==> config.mk <==
export PLATFORM = sky130hd
export DESIGN_NAME = fsm_obs
export DESIGN_NICKNAME = d
export VERILOG_FILES = /design/src/rtl/fsm_obs_pkg.sv /design/src/rtl/fsm_obs_dec.sv /design/src/rtl/fsm_obs.sv
export SDC_FILE = /design/constraint.sdc
export NUM_CORES = 1
export LEC_CHECK = 0
export ABC_CLOCK_PERIOD_IN_PS = 5800
export BUFFER_PORTS_ARGS = -buffer_cell sky130_fd_sc_hd__clkbuf_2
export CAP_MARGIN = 40
export CORE_MARGIN = 2
export CORE_UTILIZATION = 57
export DETAILED_ROUTE_END_ITERATION = 10
export PLACE_DENSITY = 0.83
export SKIP_LAST_GASP = 1
export SYNTH_ARGS = -nofsm -noshare
export SYNTH_HDL_FRONTEND = slang
export SYNTH_SLANG_ARGS = --single-unit
==> constraint.sdc <==
create_clock -name clk -period 5.8 [get_ports clk]
set_clock_uncertainty 0.1 [all_clocks]
set_input_delay 0.29 -clock clk [delete_from_list [all_inputs] [get_ports clk]]
set_output_delay 0.29 -clock clk [all_outputs]
set_load 0.005 [all_outputs]
==> src/rtl/fsm_obs_pkg.sv <==
// Shared types for the fsm_obs observer: state codes, output-vector bit positions,
// and the decode-result record produced by the table lookup.
package fsm_obs_pkg;

  typedef enum logic [3:0] {
    Z0 = 4'd0, Z1 = 4'd1, Z2 = 4'd2, Z3 = 4'd3, Z4 = 4'd4,
    Z5 = 4'd5, Z6 = 4'd6, Z7 = 4'd7, Z8 = 4'd8
  } state_e;

  localparam int unsigned NSTATE = 9;

  localparam int unsigned T1 = 0;
  localparam int unsigned T2 = 1;
  localparam int unsigned T3 = 2;
  localparam int unsigned T4 = 3;
  localparam int unsigned T9 = 4;

  typedef struct packed {
    logic   legal;
    logic   x;
    logic   x_ok;
    logic   y;
    logic   y_ok;
    state_e nxt;
  } dec_t;

  // Legal entry that determines x only (every state except Z2).
  function automatic dec_t dec_x(input logic x, input state_e nxt);
    dec_t d;
    d.legal = 1'b1;
    d.x     = x;
    d.x_ok  = 1'b1;
    d.y     = 1'b0;
    d.y_ok  = 1'b0;
    d.nxt   = nxt;
    return d;
  endfunction

endpackage

==> src/rtl/fsm_obs_dec.sv <==
// Combinational transition-table lookup: (tracked state, output vector) -> decode result.
// tvec bit order is {t9,t4,t3,t2,t1}.
module fsm_obs_dec
  import fsm_obs_pkg::*;
(
  input  logic [3:0] st,
  input  logic [4:0] tvec,
  output dec_t       dec
);

  always_comb begin
    dec       = '0;
    dec.nxt   = Z0;
    unique case (st)
      Z0: unique case (tvec)
            5'b00000: dec = dec_x(1'b0, Z0);
            5'b00010: dec = dec_x(1'b1, Z4);
            default:  ;
          endcase
      Z1: unique case (tvec)
            5'b00000: dec = dec_x(1'b0, Z0);
            5'b10000: dec = dec_x(1'b1, Z5);
            default:  ;
          endcase
      Z2: begin
            // Only Z2 branches on y; its y1 exit does not depend on x.
            dec.y_ok = 1'b1;
            unique case (tvec)
              5'b00000: begin dec.legal = 1'b1; dec.x = 1'b1; dec.x_ok = 1'b1; dec.nxt = Z1; end
              5'b00010: begin dec.legal = 1'b1; dec.x = 1'b0; dec.x_ok = 1'b1; dec.nxt = Z7; end
              5'b01111: begin dec.legal = 1'b1; dec.y = 1'b1; dec.nxt = Z7; end
              default:  dec.y_ok = 1'b0;
            endcase
          end
      Z3: unique case (tvec)
            5'b10000: dec = dec_x(1'b0, Z0);
            5'b00000: dec = dec_x(1'b1, Z0);
            default:  ;
          endcase
      Z4: unique case (tvec)
            5'b00000: dec = dec_x(1'b0, Z0);
            5'b01000: dec = dec_x(1'b1, Z3);
            default:  ;
          endcase
      Z5: unique case (tvec)
            5'b00011: dec = dec_x(1'b0, Z8);
            5'b00001: dec = dec_x(1'b1, Z6);
            default:  ;
          endcase
      Z6: unique case (tvec)
            5'b00000: dec = dec_x(1'b0, Z5);
            5'b00010: dec = dec_x(1'b1, Z7);
            default:  ;
          endcase
      Z7: unique case (tvec)
            5'b00001: dec = dec_x(1'b0, Z6);
            5'b00011: dec = dec_x(1'b1, Z8);
            default:  ;
          endcase
      Z8: unique case (tvec)
            5'b00010: dec = dec_x(1'b0, Z7);
            5'b00000: dec = dec_x(1'b1, Z5);
            default:  ;
          endcase
      default: ;
    endcase
  end

endmodule

==> src/rtl/fsm_obs.sv <==
// Output-side observer for the 9-state Mealy control automaton: tracks state,
// reconstructs x/y, flags and counts illegal samples. Optional cross-check: FSM_OBS_XCHK_EN.
module fsm_obs
  import fsm_obs_pkg::*;
#(
  parameter int unsigned CNT_W    = 8,
  parameter int unsigned LOCK_LEN = 4
) (
  input  logic             clk,
  input  logic             res,
  input  logic             smp,
  input  logic             t1,
  input  logic             t2,
  input  logic             t3,
  input  logic             t4,
  input  logic             t9,
  input  logic             ld,
  input  logic [3:0]       ld_st,
`ifdef FSM_OBS_XCHK_EN
  input  logic             x_ref,
  input  logic             y_ref,
`endif
  output logic [3:0]       st,
  output logic             x_rec,
  output logic             x_ok,
  output logic             y_rec,
  output logic             y_ok,
  output logic             err,
  output logic             lock,
`ifdef FSM_OBS_XCHK_EN
  output logic             mis,
`endif
  output logic [CNT_W-1:0] err_cnt
);

  localparam int unsigned RUN_W = $clog2(LOCK_LEN + 1);

  logic [4:0] tvec;
  dec_t       dec;

  state_e           st_q, st_d;
  logic             x_rec_q, x_rec_d, x_ok_q, x_ok_d;
  logic             y_rec_q, y_rec_d, y_ok_q, y_ok_d;
  logic             err_q, err_d, lock_q, lock_d;
  logic [CNT_W-1:0] err_cnt_q, err_cnt_d, err_cnt_inc;
  logic [RUN_W-1:0] run_q, run_d, run_inc;
`ifdef FSM_OBS_XCHK_EN
  logic             mis_q, mis_d;
`endif

  always_comb begin
    tvec     = '0;
    tvec[T1] = t1;
    tvec[T2] = t2;
    tvec[T3] = t3;
    tvec[T4] = t4;
    tvec[T9] = t9;
  end

  fsm_obs_dec u_dec (
    .st   (st_q),
    .tvec (tvec),
    .dec  (dec)
  );

  assign err_cnt_inc = (err_cnt_q == '1) ? err_cnt_q : err_cnt_q + CNT_W'(1);
  assign run_inc     = run_q + RUN_W'(1);

  always_comb begin
    st_d      = st_q;
    x_rec_d   = x_rec_q;
    x_ok_d    = x_ok_q;
    y_rec_d   = y_rec_q;
    y_ok_d    = y_ok_q;
    err_d     = 1'b0;
    lock_d    = lock_q;
    err_cnt_d = err_cnt_q;
    run_d     = run_q;
`ifdef FSM_OBS_XCHK_EN
    mis_d     = 1'b0;
`endif
    if (ld) begin
      if (ld_st <= 4'(NSTATE - 1)) begin
        st_d   = state_e'(ld_st);
        lock_d = 1'b1;
        run_d  = '0;
        x_ok_d = 1'b0;
        y_ok_d = 1'b0;
      end else begin
        err_d     = 1'b1;
        err_cnt_d = err_cnt_inc;
      end
    end else if (smp) begin
      if (dec.legal) begin
        st_d    = dec.nxt;
        x_rec_d = dec.x;
        x_ok_d  = dec.x_ok;
        y_rec_d = dec.y;
        y_ok_d  = dec.y_ok;
        // While out of lock, count consecutive legal samples toward re-lock.
        if (!lock_q) begin
          if (run_inc == RUN_W'(LOCK_LEN)) begin
            lock_d = 1'b1;
            run_d  = '0;
          end else begin
            run_d = run_inc;
          end
        end
`ifdef FSM_OBS_XCHK_EN
        mis_d = (dec.x_ok & (dec.x != x_ref)) | (dec.y_ok & (dec.y != y_ref));
`endif
      end else begin
        st_d      = Z0;
        lock_d    = 1'b0;
        run_d     = '0;
        x_ok_d    = 1'b0;
        y_ok_d    = 1'b0;
        err_d     = 1'b1;
        err_cnt_d = err_cnt_inc;
      end
    end
  end

  always_ff @(posedge clk) begin
    if (res) begin
      st_q      <= Z0;
      x_rec_q   <= 1'b0;
      x_ok_q    <= 1'b0;
      y_rec_q   <= 1'b0;
      y_ok_q    <= 1'b0;
      err_q     <= 1'b0;
      lock_q    <= 1'b1;
      err_cnt_q <= '0;
      run_q     <= '0;
`ifdef FSM_OBS_XCHK_EN
      mis_q     <= 1'b0;
`endif
    end else begin
      st_q      <= st_d;
      x_rec_q   <= x_rec_d;
      x_ok_q    <= x_ok_d;
      y_rec_q   <= y_rec_d;
      y_ok_q    <= y_ok_d;
      err_q     <= err_d;
      lock_q    <= lock_d;
      err_cnt_q <= err_cnt_d;
      run_q     <= run_d;
`ifdef FSM_OBS_XCHK_EN
      mis_q     <= mis_d;
`endif
    end
  end

  assign st      = st_q;
  assign x_rec   = x_rec_q;
  assign x_ok    = x_ok_q;
  assign y_rec   = y_rec_q;
  assign y_ok    = y_ok_q;
  assign err     = err_q;
  assign lock    = lock_q;
  assign err_cnt = err_cnt_q;
`ifdef FSM_OBS_XCHK_EN
  assign mis     = mis_q;
`endif

endmodule

# After elaboration in Yosys (flattened, before gate mapping)
# Cells that the tools add are included.
[word_totals]
register_bits = 21
input_bits = 13
out_inout_bits = 18
wordCells = 87
[classes]
addsub = 2
order_cmp = 1
eq_ne = 20
muxes = 45
bitwise_logic = 1
reduce_logical = 9
[op_table]
columns = ["cell", "n"]
rows = [
  ["$pmux W9 S2", 8],
  ["$pmux W9 S9", 1],
  ["$mux W8", 5],
  ["$mux W1", 19],
  ["$mux W3", 6],
  ["$eq A4 B3 Y1 const B", 4],
  ["$mux W4", 4],
  ["$eq A5 B2 Y1 const B", 2],
  ["$eq A5 B4 Y1 const B", 2],
  ["$reduce_and A3 Y1", 3],
  ["$add A8 B1 Y8 const B", 1],
  ["$eq A4 B2 Y1 const B", 2],
  ["$eq A8 B8 Y1 const B", 1],
  ["$pmux W3 S2", 1],
  ["$eq A5 B1 Y1 const B", 1],
  ["$eq A5 B5 Y1 const B", 1],
  ["$logic_not A5 Y1", 1],
  ["$eq A4 B1 Y1 const B", 1],
  ["$eq A4 B4 Y1 const B", 1],
  ["$le A4 B4 Y1 const B", 1],
  ["$logic_not A4 Y1", 1],
  ["$ne A2 B2 Y1 const B", 2],
  ["$pmux W2 S2", 1],
  ["$add A3 B1 Y3 const B", 1],
  ["other kinds (8)", 8],
]

# Depth between registers and ports, before layout
# Gate-level depths: netlist of run 1.
[logic_depth]
depth_word = 7
mapped_depth = 9
mapped_depth_nobuf = 7

# By module
# From an unflattened synthesis of run 1, not the netlist that was laid out.
[hier_totals]
hier_cells = 178
area_unflattened_um2 = 1387.6
[modules_own_cells]
columns = ["mod", "n_inst", "cells_each", "area_per_inst_um2", "seq_area_each_um2"]
rows = [
  ["fsm_obs", 1, 119, 1003.5, 420.4],
  ["fsm_obs_dec", 1, 59, 384.1, 0.0],
]

# Worst setup path before layout of run 1
# OpenSTA, ideal clock, no wires.
[synth_timing]
path_kind = "register -> register"
from = "register st_q[3] (netlist: st[3])"
to = "register y_rec_q (netlist: y_rec)"
setup_time_ns = 0.070
arrival_ns = 2.156
required_time_ns = 5.630
path_slack_ns = 3.473
stages_incl_launch_ff = 7
path_buffers = 1
synth_period_minus_slack_ns = 2.327
path_cell_list = "dfxtp_1 clkbuf_2 or4b_2 o22a_4 and2_4 or4_1 a21oi_1"
[synth_between]
elab_chain_cells = 3
elab_cells_between_ends = 11
classes_between = "8 x eq/ne; 1 x mux; 2 x reduce/logical"
[synth_lines]
columns = ["item", "line", "text"]
rows = [
  ["from (decl)", "fsm_obs.sv:41", "state_e st_q, st_d;"],
  ["from (signal assigned)", "fsm_obs.sv:139", "st_q <= st_d;"],
  ["$eq A4 B4 Y1 (tied with other cells)", "fsm_obs_dec.sv:14", "unique case (st)"],
  ["$pmux W9 S9 *", "fsm_obs_dec.sv:14", ""],
  ["$reduce_and A3 Y1 (no source line)", "-", ""],
  ["to (signal assigned)", "fsm_obs.sv:142", "y_rec_q <= y_rec_d;"],
  ["to (decl)", "fsm_obs.sv:43", "logic y_rec_q, y_rec_d, y_ok_q, y_ok_d;"],
]
# Mark *: on every way between the ends. The rest lies on a longest branch, timed or not.
# A chain may end at the register's enable or synchronous reset.

# Final worst setup path of run 1
[layout_timing]
from = "register st_q[2] (netlist: st[2])"
to = "register err_cnt_q[3] (netlist: err_cnt[3])"
[layout_between]
elab_chain_cells = 4
elab_cells_between_ends = 12
classes_between = "9 x eq/ne; 1 x mux; 2 x reduce/logical"
[layout_lines]
columns = ["item", "line", "text"]
rows = [
  ["$eq A4 B4 Y1 (tied with other cells)", "fsm_obs_dec.sv:14", ""],
  ["$pmux W9 S9 *", "fsm_obs_dec.sv:14", ""],
  ["$ne A2 B2 Y1 (no source line) *", "-", ""],
  ["$reduce_and A3 Y1 (no source line) *", "-", ""],
  ["to (signal assigned)", "fsm_obs.sv:146", "err_cnt_q <= err_cnt_d;"],
  ["to (decl)", "fsm_obs.sv:45", "logic [CNT_W-1:0] err_cnt_q, err_cnt_d, err_cnt_inc;"],
]
# Marks and branches as above.

==> results of run 1 <==
-- flip-flops by register name, summed over array words and instances (netlist names) --
register	cells
err_cnt	8
x_ok	1
x_rec	1
y_rec	1
st	4
y_ok	1
lock	1
err	1
run_q	3
-- logic make-up (layout without fill, tap and decap cells) --
group,Yosys count,in the layout,share of synthesized area [%]
adder cells (fa/ha/maj),3,3,2.73
flip-flops,21,21,30.6
AND/OR/NAND/NOR,84,84,33.9
AO/OA/AOI/OAI,53,53,25.1
buffers and inverters,17,39,5.65
XOR/XNOR,2,2,1.28
multiplexers,1,1,0.729
-- metal layers --
metal  vias up  routed length [um]  track usage (%)
met2        65                1550             43.5
met1       705                1570             39.7
met3         7                 293             5.37
li1        723                   -                -
met4         0                  38             7.26
met5         -                   0                0
-- metrics by stage --
stage / setup slack (ns) / utilization, % / total power (uW)
floorplan: 3.47 / - / 199
global placement: 3.24 / 66.5 / 216
detailed placement: 3.15 / 66.5 / 218
CTS: 3.25 / 67.8 / 288
global route: 2.94 / 67.8 / 305
finish: 3.21 / 67.8 / 290
-- placed cells by master (no fill, tap or decap), types with 2 or more instances in the layout --
cell type  Yosys  final
xor2_1         2      2
a211oi_1       3      3
nor3b_1        3      3
clkbuf_4       0      3
o31ai_1        4      4
or4b_2         2      2
a221oi_1       2      2
ha_1           3      3
inv_1          5      5
nand2_1       10     10
dfxtp_1       21     21
nor4_1         2      2
nand4_1        6      6
a21oi_1       23     23
nand2b_1       5      5
and2_1         2      2
nor2b_1        3      3
nand3_1        8      8
o22ai_1        2      2
or3_1          5      5
nand3b_1       3      3
or4_1          4      4
clkbuf_2       1     30
o21ai_0        8      8
nor2_1        19     19
nor3_1         7      7
-- worst max-delay path, delay by kind of cell (launching register included) --
kind            cells  cell delay, ns
compound gates      4            1.15
simple gates        1            0.70
flops               1            0.57
-- layout make-up --
type                    count  share of cell area (%)
clock buffers               3                    1.47
clock inverters             1                   0.328
inverters                   5                    1.23
multi-input cells         143                    57.3
flip-flops and latches     21                    27.5
well taps                  28                    2.29
repair buffers             30                    9.83
-- worst paths after layout --
path / slack [ns] / from / endpoint / cells after the start
min reg2reg: 0.37 / x_ok / x_ok / 2
max reg2reg: 3.21 / st[2] / err_cnt[3] / 5
min: 0.14 / ld_st[3] / st[3] / 3
max: 3.21 / st[2] / err_cnt[3] / 5
-- power breakdown --
part	switching, uW	internal (uW)
combinational	33.8	22.5
sequential	9.77	150
clock	48.2	25.8
total	91.8	198
==> impl_metrics.yaml, run 1 <==
global_routing:
  track_usage_pct: 28.1
  overflow: 0
  grt_max_degree: 22
  antenna_found_initial: 0
  first_global_vias: 1286
  grt_pass1_wl_um: 5870
cells_and_area:
  layout.cells.non_filler: 231
  area_growth_pct: 11.2
  drive_gt1_share_pct: 21.2
  design_area_um2: 1530
  nNetsFinal: 220
  multi_input_area_um2: 876
  num_antenna_cells: 0
  num-fill-cells: 211
  register_area_um2: 420
clock_network:
  cts_tree: "done"
  cts_setup_buffers: 0
  clock_sinks: 21
  cts_buffer_depth: 2
  hold_buffers: 0
  cts_root_buf: "clkbuf_4"
  ctsResizeCount: 0
  cts.reportedPaths.clkPinSlew_ns: 0.12
  cts_buffers: 3
  h-tree-depth: 1
  clk_latency_ns: 0.31
run:
  maxCapViolations: 0
synth:
  synth-seq-cells: 21
  synth_most_common_cell: "a21oi_1"
  synthFlopType: "dfxtp_1"
  synth_nets: 197
  synthTopCellsByCount: "a21oi_1 (23), dfxtp_1 (21), nor2_1 (19), nand2_1 (10)"
  async_reset_ff_share_pct: 0
  yosys_warnings: 0
  synth_cell_types: 46
  syn_inst: 181
  syn-cell-area_um2: 1370
  synth.area.top_cells: "dfxtp_1 (31%), a21oi_1 (8.4%), nor2_1 (5.2%)"
  yosysTopAreaCell: "dfxtp_1"
  synth-edff-count: 0
  synth_top_area_share_pct: 30.6
  ys_seq_area_share_pct: 30.6
  syn_avg_cell_area_um2: 7.59
route:
  firstDrtPassIters: 4
  drt-initial-drc-count: 68
  via_count: 1500
  wire_per_inst_um: 14.9
  wl_um: 3450
  drc: 0
  ant_nets: 0
  via_per_inst: 6.49
floorplanning:
  die_y_um: 53.1
  core_area_um2: 2250
  top_level_ports: 31
  row_count: 17
  initial_utilization_pct: 60.9
  dieArea_um2: 2820
  dieWidth_um: 53.1
setup_path:
  critPathLaunchType: "register"
  critPathSlowestCell: "or4b_2"
  crit_path_max_fanout: 14
  cp.arrival_ns: 2.75
  end_kind: "register"
  crit_required_ns: 5.95
  path_cells: "or4b_2 -> o22a_4 -> a31oi_2 -> o21ai_0 -> a21oi_1"
  worstSetupPathType: "reg -> reg"
  max_stage_delay_ns: 0.70
sta:
  final_max_slew_viol_count: 0
  timing.slew.headroom_pct: 44.0
  rsz0062_at_grt: "no"
  timing.fmax_mhz: 386
  period_share_pct: 44.7
  setup_viol_count_final: 0
  finalSetupTns_ns: 0
  min_period_ns: 2.59
  whs_ns: 0.145
  worst_pin_slew_ns: 0.840
  hold_violations: 0
power_and_ir_drop:
  cellLeakagePower_uw: 0.000600
  p_per_area_nw_per_um2: 190
  peakVddDrop_v: 0.000151
placed_design:
  dp_cells: 227
  dp_hpwl_um: 2540
  postPlaceCellArea_um2: 1500
  gp_congestion: 0.974
  port-buffer-count: 30
outcome:
  status: "finished clean"
worst_hold_path:
  hold_class: "in -> reg"
Note: power is estimated with default switching activity, not from simulation.
==> run 2: changes to the inputs <==
--- a/config.mk
+++ b/config.mk
@@ -5,13 +5,13 @@
 export SDC_FILE = /design/constraint.sdc
 export NUM_CORES = 1
 export LEC_CHECK = 0
-export ABC_CLOCK_PERIOD_IN_PS = 5800
+export ABC_CLOCK_PERIOD_IN_PS = 2400
 export BUFFER_PORTS_ARGS = -buffer_cell sky130_fd_sc_hd__clkbuf_2
 export CAP_MARGIN = 40
 export CORE_MARGIN = 2
-export CORE_UTILIZATION = 57
+export CORE_UTILIZATION = 53
 export DETAILED_ROUTE_END_ITERATION = 10
-export PLACE_DENSITY = 0.83
+export PLACE_DENSITY = 0.78
 export SKIP_LAST_GASP = 1
 export SYNTH_ARGS = -nofsm -noshare
 export SYNTH_HDL_FRONTEND = slang
==> constraint.sdc (replaced) <==
create_clock -name clk -period 2.4 [get_ports clk]
set_clock_uncertainty 0.1 [all_clocks]
set_input_delay 0.12 -clock clk [delete_from_list [all_inputs] [get_ports clk]]
set_output_delay 0.12 -clock clk [all_outputs]
set_load 0.005 [all_outputs]
==> impl_metrics.yaml, run 2 (synthesis results as in run 1) <==
clock_network:
  cts_buffer_depth: 2
  cts_root_buf: "clkbuf_4"
  cts.reportedPaths.clkPinSlew_ns: 0.12
  clock_sinks: 21
  h-tree-depth: 1
  cts_tree: "done"
  cts_setup_buffers: 0
  clk_latency_ns: 0.30
  cts_buffers: 3
route:
  wire_per_inst_um: 15.1
  drt-initial-drc-count: 55
  via_count: 1517
  via_per_inst: 6.22
  firstDrtPassIters: 5
  ant_nets: 0
  wl_um: 3690
  drc: 0
floorplanning:
  core_area_um2: 2480
  die_y_um: 54.9
  dieArea_um2: 3020
  dieWidth_um: 54.9
  top_level_ports: 31
  row_count: 18
  initial_utilization_pct: 55.5
cells_and_area:
  nNetsFinal: 231
  num_antenna_cells: 0
  largest_register_ffs: 8
  final_common_cell: "clkbuf_2"
  design_area_um2: 1620
  drive_gt1_share_pct: 25.7
  layout_common_cells: "clkbuf_2 (30), a21oi_1 (23), dfxtp_1 (21)"
  area_growth_pct: 18.1
sta:
  worst_pin_slew_ns: 0.541
  finalSetupTns_ns: 0
  min_period_ns: 2.31
  timing.fmax_mhz: 433
  timing.slew.headroom_pct: 63.0
  rsz0062_at_grt: "yes"
  whs_ns: 0.0815
  setup_viol_count_final: 0
  final_max_slew_viol_count: 0
  period_share_pct: 96.2
  hold_violations: 0
setup_path:
  crit_required_ns: 2.54
  end_kind: "register"
  critPathLaunchType: "register"
  cp.arrival_ns: 2.44
  worstSetupPathType: "reg -> reg"
  crit_path_max_fanout: 6
global_routing:
  grt_max_degree: 22
  overflow: 0
  first_global_vias: 1316
  track_usage_pct: 27.2
  antenna_found_initial: 0
  grt_pass1_wl_um: 6010
placed_design:
  postPlaceCellArea_um2: 1580
  port-buffer-count: 30
  dp_hpwl_um: 2820
  gp_congestion: 0.883
power_and_ir_drop:
  p_per_area_nw_per_um2: 442
  cellLeakagePower_uw: 0.000655
  peakVddDrop_v: 0.000379
  power_uw: 718
worst_hold_path:
  hold_class: "in -> reg"
run:
  maxCapViolations: 0
outcome:
  status: "finished clean"
-- run 2: cell count changes in the layout (fill, tap and decap cells not counted), sizes merged --
cell         previous run  this run
buf                     0        10
dlygate4sd3             0         1
-- run 2: path summary, 6_finish.rpt --
check            from    end  slack (ns)  cells after the start
max             st[2]  st[2]        0.09                      5
min          ld_st[1]  st[1]        0.08                      3
max reg2reg     st[2]  st[2]        0.09                      5
min reg2reg      x_ok   x_ok        0.38                      2
-- run 2: timing repair --
action,CTS,global route
endpoints found under the hold margin,1,0
endpoints found under the setup margin,0,5
hold buffers,1,0
resized for setup,0,2
-- run 2: layout make-up --
cell class	count	area [um2]
multi-input cells	143	883
fillers	244	855
flip-flops and latches	21	420
clock inverters	1	5.00
repair buffers	41	235
inverters	5	18.8
well taps	30	37.5
clock buffers	3	22.5
-- run 2: per-layer routing --
layer / up-vias / track usage (%) / wire length [um]
li1: 740 / - / -
met1: 714 / 35.6 / 1610
met2: 57 / 46.8 / 1830
met3: 6 / 3.49 / 204
met4: 0 / 7.72 / 45
met5: - / 0 / 0
-- run 2: metrics by stage --
| step | cells | setup WS, ns | util [%] |
|---|---|---|---|
| after floorplan | 181 | 0.0734 | - |
| after global placement | 239 | 0.160 | 63.7 |
| after detailed placement | 239 | 0.142 | 63.7 |
| after CTS | 244 | 0.115 | 65.2 |
| after global routing | 244 | -0.00188 | 65.5 |
| final | 244 | 0.0911 | 65.5 |
-- run 2: critical path, cell delays in order (launching register included) --
cell,delay [ns]
dfxtp_1,0.43
or4b_2,0.67
o22a_4,0.27
a21oi_1,0.42
a221oi_1,0.15
nor3_1,0.20
-- run 2: power by group --
group | internal (uW) | switching [uW]
Clock | 62.2 | 114
Combinational | 69.2 | 96.7
Sequential | 363 | 13.6
Total | 494 | 224
